<file path="src/rtl/opb_master_cmd_initiator.sv">
// opb_master_cmd_initiator
//   Single-beat OPB bus master. Accepts one read/write command at a time on a
//   valid/ready port, arbitrates for the bus, runs the transfer (handling slave
//   retry and bus timeout) and returns read data plus a completion status.
//   Optional feature macro: OPB_MASTER_BUSLOCK_EN (hold M_busLock from grant
//   through retries until the command terminates).
module opb_master_cmd_initiator #(
    parameter int C_OPB_AWIDTH     = 32,
    parameter int C_OPB_DWIDTH     = 32,
    parameter int C_TIMEOUT_CYCLES = 16,
    parameter int C_MAX_RETRY      = 3,
    parameter     C_FAMILY         = "virtex6"
) (
    input  logic                    OPB_Clk,
    input  logic                    OPB_Rst,
    output logic                    M_request,
    input  logic                    OPB_MGrant,
    output logic                    M_select,
    output logic [0:C_OPB_AWIDTH-1] M_ABus,
    output logic [0:3]              M_BE,
    output logic [0:C_OPB_DWIDTH-1] M_DBus,
    output logic                    M_RNW,
    output logic                    M_seqAddr,
    output logic                    M_busLock,
    input  logic [0:C_OPB_DWIDTH-1] OPB_DBus,
    input  logic                    OPB_xferAck,
    input  logic                    OPB_errAck,
    input  logic                    OPB_retry,
    input  logic                    OPB_toutSup,
    input  logic                    cmd_valid,
    output logic                    cmd_ready,
    input  logic                    cmd_rnw,
    input  logic [C_OPB_AWIDTH-1:0] cmd_addr,
    input  logic [3:0]              cmd_be,
    input  logic [C_OPB_DWIDTH-1:0] cmd_wdata,
    output logic                    rsp_valid,
    output logic [C_OPB_DWIDTH-1:0] rsp_rdata,
    output logic [1:0]              rsp_status
);

    if (C_OPB_AWIDTH != 32 || C_OPB_DWIDTH != 32 ||
        C_TIMEOUT_CYCLES < 2 || C_TIMEOUT_CYCLES > 255 ||
        C_MAX_RETRY < 0 || C_MAX_RETRY > 15 || $bits(C_FAMILY) < 8) begin : g_bad_params
        $error("opb_master_cmd_initiator: parameter out of range");
    end

    localparam logic [1:0] STATUS_OK         = 2'b00;
    localparam logic [1:0] STATUS_ERR        = 2'b01;
    localparam logic [1:0] STATUS_TIMEOUT    = 2'b10;
    localparam logic [1:0] STATUS_RETRY_FAIL = 2'b11;

    localparam logic [7:0] TOUT_LIMIT  = 8'(C_TIMEOUT_CYCLES);
    localparam logic [3:0] RETRY_LIMIT = 4'(C_MAX_RETRY);

    typedef enum logic [2:0] {
        IDLE,
        REQ,
        XFER,
        BACKOFF,
        RSP
    } state_t;

    state_t                  state;
    logic                    cmd_rnw_q;
    logic [C_OPB_AWIDTH-1:0] cmd_addr_q;
    logic [3:0]              cmd_be_q;
    logic [C_OPB_DWIDTH-1:0] cmd_wdata_q;
    logic [7:0]              tout_cnt;
    logic [3:0]              retry_cnt;

    logic [7:0]              tout_next;
    logic                    term;
    logic                    do_backoff;
    logic [1:0]              term_status;
    logic [C_OPB_DWIDTH-1:0] term_rdata;

    assign M_seqAddr = 1'b0;

    // Decode the slave response for the current select cycle (ack > retry > timeout)
    always_comb begin
        tout_next   = tout_cnt;
        term        = 1'b0;
        do_backoff  = 1'b0;
        term_status = STATUS_OK;
        term_rdata  = '0;
        if (!OPB_toutSup && tout_cnt != '1) begin
            tout_next = tout_cnt + 8'd1;
        end
        if (OPB_xferAck || OPB_errAck) begin
            term = 1'b1;
            if (OPB_errAck) begin
                term_status = STATUS_ERR;
            end else if (cmd_rnw_q) begin
                term_rdata = OPB_DBus;
            end
        end else if (OPB_retry) begin
            if (retry_cnt < RETRY_LIMIT) begin
                do_backoff = 1'b1;
            end else begin
                term        = 1'b1;
                term_status = STATUS_RETRY_FAIL;
            end
        end else if (tout_next >= TOUT_LIMIT) begin
            term        = 1'b1;
            term_status = STATUS_TIMEOUT;
        end
    end

    // Command FSM with registered bus and response outputs
    always_ff @(posedge OPB_Clk) begin
        if (OPB_Rst) begin
            state       <= IDLE;
            cmd_ready   <= 1'b1;
            M_request   <= 1'b0;
            M_select    <= 1'b0;
            M_ABus      <= '0;
            M_BE        <= '0;
            M_DBus      <= '0;
            M_RNW       <= 1'b0;
            rsp_valid   <= 1'b0;
            rsp_rdata   <= '0;
            rsp_status  <= STATUS_OK;
            cmd_rnw_q   <= 1'b0;
            cmd_addr_q  <= '0;
            cmd_be_q    <= '0;
            cmd_wdata_q <= '0;
            tout_cnt    <= '0;
            retry_cnt   <= '0;
        end else begin
            rsp_valid <= 1'b0;
            unique case (state)
                IDLE: begin
                    if (cmd_valid) begin
                        cmd_rnw_q   <= cmd_rnw;
                        cmd_addr_q  <= cmd_addr;
                        cmd_be_q    <= cmd_be;
                        cmd_wdata_q <= cmd_wdata;
                        retry_cnt   <= '0;
                        cmd_ready   <= 1'b0;
                        M_request   <= 1'b1;
                        state       <= REQ;
                    end
                end
                REQ: begin
                    if (OPB_MGrant) begin
                        M_request <= 1'b0;
                        M_select  <= 1'b1;
                        M_ABus    <= cmd_addr_q;
                        M_BE      <= cmd_be_q;
                        M_DBus    <= cmd_wdata_q;
                        M_RNW     <= cmd_rnw_q;
                        tout_cnt  <= '0;
                        state     <= XFER;
                    end
                end
                XFER: begin
                    tout_cnt <= tout_next;
                    // bus drivers drop together with select so the OR-bus sees zeros
                    if (term || do_backoff) begin
                        M_select <= 1'b0;
                        M_ABus   <= '0;
                        M_BE     <= '0;
                        M_DBus   <= '0;
                        M_RNW    <= 1'b0;
                    end
                    if (term) begin
                        rsp_valid  <= 1'b1;
                        rsp_rdata  <= term_rdata;
                        rsp_status <= term_status;
                        state      <= RSP;
                    end else if (do_backoff) begin
                        retry_cnt <= retry_cnt + 4'd1;
                        state     <= BACKOFF;
                    end
                end
                BACKOFF: begin
                    M_request <= 1'b1;
                    state     <= REQ;
                end
                RSP: begin
                    cmd_ready <= 1'b1;
                    state     <= IDLE;
                end
                default: begin
                    state <= IDLE;
                end
            endcase
        end
    end

`ifdef OPB_MASTER_BUSLOCK_EN
    // Bus lock held from the first grant through retries until termination
    always_ff @(posedge OPB_Clk) begin
        if (OPB_Rst) begin
            M_busLock <= 1'b0;
        end else if (state == REQ && OPB_MGrant) begin
            M_busLock <= 1'b1;
        end else if (state == XFER && term) begin
            M_busLock <= 1'b0;
        end
    end
`else
    assign M_busLock = 1'b0;
`endif

endmodule

</file>
<file path="config.mk">
export PLATFORM = sky130hd
export DESIGN_NAME = opb_master_cmd_initiator
export DESIGN_NICKNAME = d
export VERILOG_FILES = /design/src/rtl/opb_master_cmd_initiator.sv
export SDC_FILE = /design/constraint.sdc
export NUM_CORES = 1
export LEC_CHECK = 0
export CORE_MARGIN = 5
export CORE_UTILIZATION = 35
export DETAILED_ROUTE_END_ITERATION = 12
export PLACE_DENSITY = 0.71
export SETUP_SLACK_MARGIN = 0.4
export SYNTH_ARGS = -nofsm -noshare
export SYNTH_HDL_FRONTEND = slang
export SYNTH_SLANG_ARGS = --single-unit
</file>
<file path="constraint.sdc">
create_clock -name OPB_Clk -period 2.8 [get_ports OPB_Clk]
set_input_delay 0.56 -clock OPB_Clk [delete_from_list [all_inputs] [get_ports OPB_Clk]]
set_output_delay 0.56 -clock OPB_Clk [all_outputs]
set_load 0.05 [all_outputs]
</file>
After elaboration in Yosys (flattened, before gate mapping)
Cells that the tools add are included.
W data, S select, Z words.
{"block": "totals", "register_bits": 191, "input_bits": 109, "out_inout_bits": 109, "wordCells": 97}
{"block": "classes", "add_sub_neg": 2, "order_cmp": 2, "eq_ne": 11, "muxes": 46, "bitwise_logic": 1, "n_reduce_logical": 18}
{"operator": "$mux W32", "count": 6}
{"operator": "$pmux W32 S2", "count": 2}
{"operator": "$mux W4", "count": 5}
{"operator": "$mux W8", "count": 2}
{"operator": "$pmux W4 S2", "count": 2}
{"operator": "$pmux W8 S2", "count": 1}
{"operator": "$mux W1", "count": 15}
{"operator": "$mux W3", "count": 4}
{"operator": "$pmux W3 S4", "count": 1}
{"operator": "$ne A2 B2 Y1 const B", "count": 5}
{"operator": "$reduce_and A3 Y1", "count": 3}
{"operator": "$add A8 B1 Y8 const B", "count": 1}
{"operator": "$ge A8 B5 Y1 const B", "count": 1}
{"operator": "$mux W2", "count": 4}
{"operator": "$ne A8 B8 Y1 const B", "count": 1}
{"operator": "$reduce_and A2 Y1", "count": 4}
{"operator": "$eq A3 B2 Y1 const B", "count": 2}
{"operator": "$pmux W1 S2", "count": 3}
{"operator": "$reduce_bool A2 Y1", "count": 3}
{"operator": "$add A4 B1 Y4 const B", "count": 1}
{"operator": "$lt A4 B2 Y1 const B", "count": 1}
{"operator": "$reduce_and A4 Y1", "count": 1}
{"operator": "$eq A3 B1 Y1 const B", "count": 1}
{"operator": "$eq A3 B3 Y1 const B", "count": 1}
{"operator": "9 further kinds", "count": 10}

Depth between registers and ports, before layout
{"block": "depth", "ltp_word": 10, "depth_mapped": 9, "mapped_depth_nobuf": 6}

Worst setup path after synthesis
OpenSTA, ideal clock, no wires.
{"block": "synth_timing", "path_type": "input to register", "from": "input OPB_toutSup", "to": "register M_ABus[11] (netlist bit)", "setup_ns": 0.088, "arrival_ns": 1.875, "required_ns": 2.712, "path_slack_ns": 0.837, "path_stages": 5, "n_path_buf": 1, "cell_sequence": "or4_4 o21ai_4 nand3_4 buf_6 a311oi_2"}
{"block": "synth_via", "elab_chain_len": 10}
{"element": "start, declared", "line_no": "29", "source": "input logic OPB_toutSup,"}
{"element": "$logic_not A1 Y1", "line_no": "86", "source": "if (!OPB_toutSup && tout_cnt != '1) begin"}
{"element": "$logic_and A1 B1 Y1", "line_no": "86"}
{"element": "$mux W8", "line_no": "86"}
{"element": "$ge A8 B5 Y1", "line_no": "103", "source": "end else if (tout_next >= TOUT_LIMIT) begin"}
{"element": "$mux W1", "line_no": "103"}
{"element": "$mux W1", "line_no": "96", "source": "end else if (OPB_retry) begin"}
{"element": "$mux W1", "line_no": "89", "source": "if (OPB_xferAck || OPB_errAck) begin"}
{"element": "$logic_or A1 B1 Y1", "line_no": "159", "source": "if (term || do_backoff) begin"}
{"element": "$ne A2 B2 Y1 (no line)"}
{"element": "$reduce_and A3 Y1 (no line)"}
{"element": "end signal, assigned", "line_no": "148", "source": "M_ABus <= cmd_addr_q;"}
{"element": "end, declared", "line_no": "19", "source": "output logic [0:C_OPB_AWIDTH-1] M_ABus,"}
Every way passes these cells.
A chain may end at the register's enable or synchronous reset.

Worst setup path after layout
{"block": "layout_timing", "from": "register M_ABus[2] (netlist bit)", "to": "output M_ABus[2] (netlist bit)"}
No word-level cell between the ends.

==> impl_metrics.env <==
export IMPL_max_slew_margin_pct=44.8
export IMPL_crit_type="register to output port"
export IMPL_drt_iter0_drc=377
export IMPL_hold_viol=0
export IMPL_ys_types=50
export IMPL_netlist_area_mm2=0.00777
export IMPL_fin_nets=1121
export IMPL_rsz0062_at_grt="false"
export IMPL_path_cells="clkdlybuf4s50_1"
export IMPL_total_power_mw=5.94
export IMPL_slew_violations=0
export IMPL_via_count=6765
export IMPL_synth_edf_count=0
export IMPL_yosysWarnings=0
export IMPL_grt_pass1_wl_um=35300
export IMPL_viasPerCell=5.19
export IMPL_ir_drop_uv=360
export IMPL_cts_tree="yes"
export IMPL_port_buffers=215
export IMPL_ys_async_sr_fraction_pct=0
export IMPL_startpoint_type="register"
export IMPL_worst_slew_pin_slew_ps=828
export IMPL_ys_flop_type="dfxtp_1"
export IMPL_postRouteAntennaNets=0
export IMPL_setup_violations=0
export IMPL_timing_final_crit_share_pct=79.0
export IMPL_die_h_um=159
export IMPL_cpPeakStageDelay_ps=890
export IMPL_final_cell_mix="215 x nand2_1, 214 x clkdlybuf4s50_1, 191 x dfxtp_1"
export IMPL_timing_hold_ws_ps=468
export IMPL_placedCellCount=1271
export IMPL_die_area_mm2=0.0253
export IMPL_endpoint_kind="output port"
export IMPL_run_status="finished, final reports clean"
export IMPL_drt_total_wl_um=21600
export IMPL_final_cells=1304
export IMPL_io_pins=218
export IMPL_leakagePower_nw=3.48
export IMPL_ctsHoldBuffers=0
export IMPL_die_x_um=159
export IMPL_synth_area_per_cell_um2=9.34
export IMPL_drive_above_1_share_pct=13.8
export IMPL_clk_insertion_delay_late_ps=430
export IMPL_num_rows=54
export IMPL_cts_clk_slew_worst_paths_ps=80
export IMPL_route_detailed_drc=0
export IMPL_synth_seq_area_share_pct=49.2
export IMPL_path_delay_family="buffers and inverters"
export IMPL_fmax_ghz=0.452
export IMPL_numCtsBuffers=17
export IMPL_dr_pass1_iters=4
export IMPL_syn2layout_area_growth_pct=38.4
export IMPL_cp_slowest_cell="clkdlybuf4s50_1"
export IMPL_core_mm2=0.0218
export IMPL_layout_commonest_cell="nand2_1"
export IMPL_cts_setup_buffers=0
export IMPL_p_per_area_mw_per_mm2=552
export IMPL_grt_ovfl_total=0
export IMPL_cts_sinks=191
export IMPL_cts_root_buf="clkbuf_16"
export IMPL_synthCells=832
export IMPL_max_cap_violations=0
export IMPL_antenna_found_initial=0
export IMPL_crit_arrival_ps=1650
export IMPL_gp_congestion=0.795
export IMPL_start_util_pct=35.6
export IMPL_h_tree_depth=4
export IMPL_required_ps=2240
export IMPL_fin_worst_skew_ps=10.8
export IMPL_crit_buf_inv=1
export IMPL_cts_repair_resized=1
export IMPL_hp_class="register to register"
export IMPL_clock_path_buffers=2
export IMPL_grt_pass1_vias=6652
export IMPL_cp_max_fo=2
export IMPL_finalCriticalPeriod_ps=2210
export IMPL_place_detailed_hpwl_um=14100
export IMPL_avgRoutedWirePerCell_um=16.5
export IMPL_grt_max_degree=153
export IMPL_ys_ff_latch=191
export IMPL_grt_usage_pct=16.8
[state kept, by name, summed over array words and instances, names as in the netlist, 2 cells and up]
| name | cells |
|---|---|
| cmd_be_q | 4 |
| cmd_addr_q | 32 |
| retry_cnt | 4 |
| state | 3 |
| rsp_status | 2 |
| cmd_wdata_q | 32 |
| M_BE | 4 |
| rsp_rdata | 32 |
| M_DBus | 32 |
| tout_cnt | 8 |
| M_ABus | 32 |
[through the flow]
step	cell area [um2]	setup slack [ps]	TNS, ps	util (%)
2_1_floorplan	7780	837	0	-
3_3_place_gp	10200	50.6	0	46.6
3_5_place_dp	10200	-7.35	-7.74	46.6
4_1_cts	10700	528	0	49.2
5_1_grt	10800	436	0	49.3
6_report	10800	589	0	49.3
[area by class of cell]
cell class	count	area, um2
fill	2039	11100
sequential	191	3820
multi-input combinational	556	3580
timing repair buffer	238	2410
clock buffer	18	439
tap	280	350
clock inverter	14	124
inverter	6	22.5
antenna	1	2.50
[routing by layer]
layer | routed length, um | global-route usage, % | up-vias
met5 | 0 | 0 | -
met2 | 10300 | 27.5 | 161
li1 | - | - | 3349
met4 | 438 | 5.78 | 0
met3 | 1270 | 4.53 | 27
met1 | 9540 | 21.4 | 3228
[cell families (layout without fill, tap and decap cells)]
family | after synthesis | in the layout | synth area share (%)
AO/OA/AOI/OAI | 268 | 268 | 29.0
adder cells (fa/ha/maj) | 2 | 2 | 0.322
buffers and inverters | 86 | 276 | 5.34
flip-flops | 191 | 191 | 49.2
multiplexers | 4 | 4 | 0.515
other | 1 | 3 | 0.0482
AND/OR/NAND/NOR | 280 | 280 | 15.6
[synth_stat cells (2+ instances only)]
cell | n | area share, %
a21oi_1 | 144 | 9.3
a311oi_2 | 69 | 13
a31oi_1 | 2 | 0.16
a32o_1 | 32 | 4.1
and3_1 | 2 | 0.16
and3b_1 | 4 | 0.45
buf_1 | 3 | 0.14
buf_2 | 11 | 0.71
buf_4 | 5 | 0.48
buf_6 | 8 | 1.2
clkbuf_1 | 53 | 2.6
dfxtp_1 | 191 | 49
ha_1 | 2 | 0.32
inv_1 | 5 | 0.24
mux2i_1 | 4 | 0.52
nand2_1 | 215 | 10
nand2b_1 | 2 | 0.16
nand3_1 | 9 | 0.58
nand3_4 | 2 | 0.45
nand4_1 | 3 | 0.24
nor2_1 | 20 | 0.97
nor2b_1 | 2 | 0.16
nor3_1 | 6 | 0.39
nor3b_1 | 4 | 0.39
o211ai_1 | 2 | 0.19
o21a_1 | 2 | 0.19
o21ai_0 | 7 | 0.45
[power breakdown]
part | total [mW] | internal [mW] | switching [mW]
logic | 0.733 | 0.307 | 0.426
clock network | 2.34 | 1.20 | 1.14
registers | 2.87 | 2.81 | 0.0648
total | 5.94 | 4.31 | 1.63
[path summary, 6_finish.rpt]
check / start / endpoint / slack (ps) / depth (start not counted)
setup / recovery: M_ABus[2] / M_ABus[2] / 590 / 1
hold / removal: cmd_addr_q[1] / cmd_addr_q[1] / 470 / 2
setup reg to reg: state[1] / M_ABus[22] / 630 / 5
hold reg to reg: cmd_addr_q[1] / cmd_addr_q[1] / 470 / 2
[worst min-delay path: cells and delay by family (launching register included)]
kind | cells | cell delay (ps)
compound gates | 1 | 50
simple gates | 1 | 50
flops | 1 | 320
(Power assumes the default switching activity.)
==> RTL change, RTL diff (config.mk and constraints unchanged) <==
The 5 states of `state_t` get a one-hot encoding in 5 bits.
--- a/src/rtl/opb_master_cmd_initiator.sv
+++ b/src/rtl/opb_master_cmd_initiator.sv
@@ -52,12 +52,12 @@
     localparam logic [7:0] TOUT_LIMIT  = 8'(C_TIMEOUT_CYCLES);
     localparam logic [3:0] RETRY_LIMIT = 4'(C_MAX_RETRY);
 
-    typedef enum logic [2:0] {
-        IDLE,
-        REQ,
-        XFER,
-        BACKOFF,
-        RSP
+    typedef enum logic [4:0] {
+        IDLE    = 5'b00001,
+        REQ     = 5'b00010,
+        XFER    = 5'b00100,
+        BACKOFF = 5'b01000,
+        RSP     = 5'b10000
     } state_t;
 
     state_t                  state;
Formal check against the unedited RTL: no difference found for any inputs over 4 cycles, from zero or initial values and one cycle with OPB_Rst high; so few cycles prove little.
==> RTL change against the original RTL <==
Sequential cell count is 2 higher. Sequential power is 3% higher. Synthesized cell count is 1.2% lower. Worst setup slack worse by 0.12 ns. Critical endpoint is now M_DBus[30]. Global-route usage is 0.48 points higher. Area after synthesis is 10% lower. Wire length is 0.56% higher. Total power is 3.4% higher. Register-to-register slack worse by 0.16 ns. Final area is 3.2% lower. Via count is 5.2% lower. Largest cell class unchanged. Critical path type is now flop to flop.
==> RTL change: results (changes against the original RTL) <==
Route
  – Final WL: 21700 um (+0.56%)
  – Iteration-0 DRC Markers: 390 (+3.4%)
  – Metal3 WL: 1470 um (+16%)
  – Via count of the routed design: 6412 (-5.2%)
  – Length of routed wiring on met1: 9650 um (+1.2%)

Critical path
  – Largest driver fanout on the critical path: 5 (+3)
  – Crit Reg-Reg Endpoint: M_DBus[30]
  – Worst-case reg-to-reg path depth: 9 (+4)
  – Signal arrival time at the worst endpoint: 2.68 ns (+1.03 ns)
  – Launch point of the worst path: tout_cnt[0]
  – Critical Path Max Stage Delay: 0.43 ns (-0.46 ns)

Finish
  – Fraction of layout instances using a drive strength above 1: 8.97% (-4.8 points)

Yosys
  – Number of different library cells in the post-synthesis netlist: 52 (+4.0%)
  – Adder-cell share of the synthesized area: 0.360% (+0.038 points)
  – Post-synthesis mux area share: 0.144% (-0.37 points)
  – Ranking of synthesized cells by instance count: sky130_fd_sc_hd__nand2_1 (219), sky130_fd_sc_hd__dfxtp_1 (193), sky130_fd_sc_hd__a21oi_1 (154), sky130_fd_sc_hd__o21ai_0 (68), sky130_fd_sc_hd__clkbuf_1 (52)
  – Post-Synth XOR/XNOR Area: 0.629% (+0.63 points)
  – Mean cell area of the mapped netlist: 8.46 um^2 (-9.4%)

Placement
  – GP Congestion: 0.837 (+5.2%)
  – Dpl cell area: 0.00941 mm^2 (-7.5%)
  – HPWL Detailed: 12900 um (-8.2%)

Global route
  – Wire length of the first global-routing pass: 31300 um (-12%)
  – Met1 track demand over resource: 21.8% (+0.40 points)
  – All-Layer GR Usage: 17.3% (+0.48 points)

Power and ir drop
  – Seq pwr: 2.97 mW (+3%)
  – Clock network fraction of total power: 38.1% (-1.2 points)
  – Switching power of the nets: 1.67 mW (+2.1%)
  – Reported leakage power: 3.72 nW (+6.9%)

Min path
  – Hold Path Sink: M_ABus[28]

Outcome
  – Outcome: complete, no violations
## RTL change: changes by cell type after synthesis, sizes merged, moves of 5 or more
cell    before  now
nor2        20   10
clkbuf      53   58
nor3         7   17
a311oi      69    0
a22o         0   31
buf         27    7
nand3       11    5
a21oi      144  154
a32o        32    0
o21ai        8   73
## RTL change: cell type report
cell class | instances | area, um^2
clock buffers | 19 | 433
clock inverters | 13 | 124
fillers | 1850 | 9120
inverters | 4 | 15.0
multi-input cells | 561 | 2920
flip-flops and latches | 193 | 3860
well taps | 265 | 332
repair buffers | 258 | 2720
## RTL change: tightest hold or removal path, stage by stage (launching register included)
cell,delay [ns]
sky130_fd_sc_hd__dfxtp_1,0.31
sky130_fd_sc_hd__nand2_1,0.05
sky130_fd_sc_hd__a21oi_1,0.05
## RTL change: what timing repair did
action                                  in CTS  in global routing
endpoints found under the setup margin       4                 92
buffers inserted                             2                  4
cloned                                       3                 12
pin swaps                                    4                  9
gates resized for setup                      5                 24
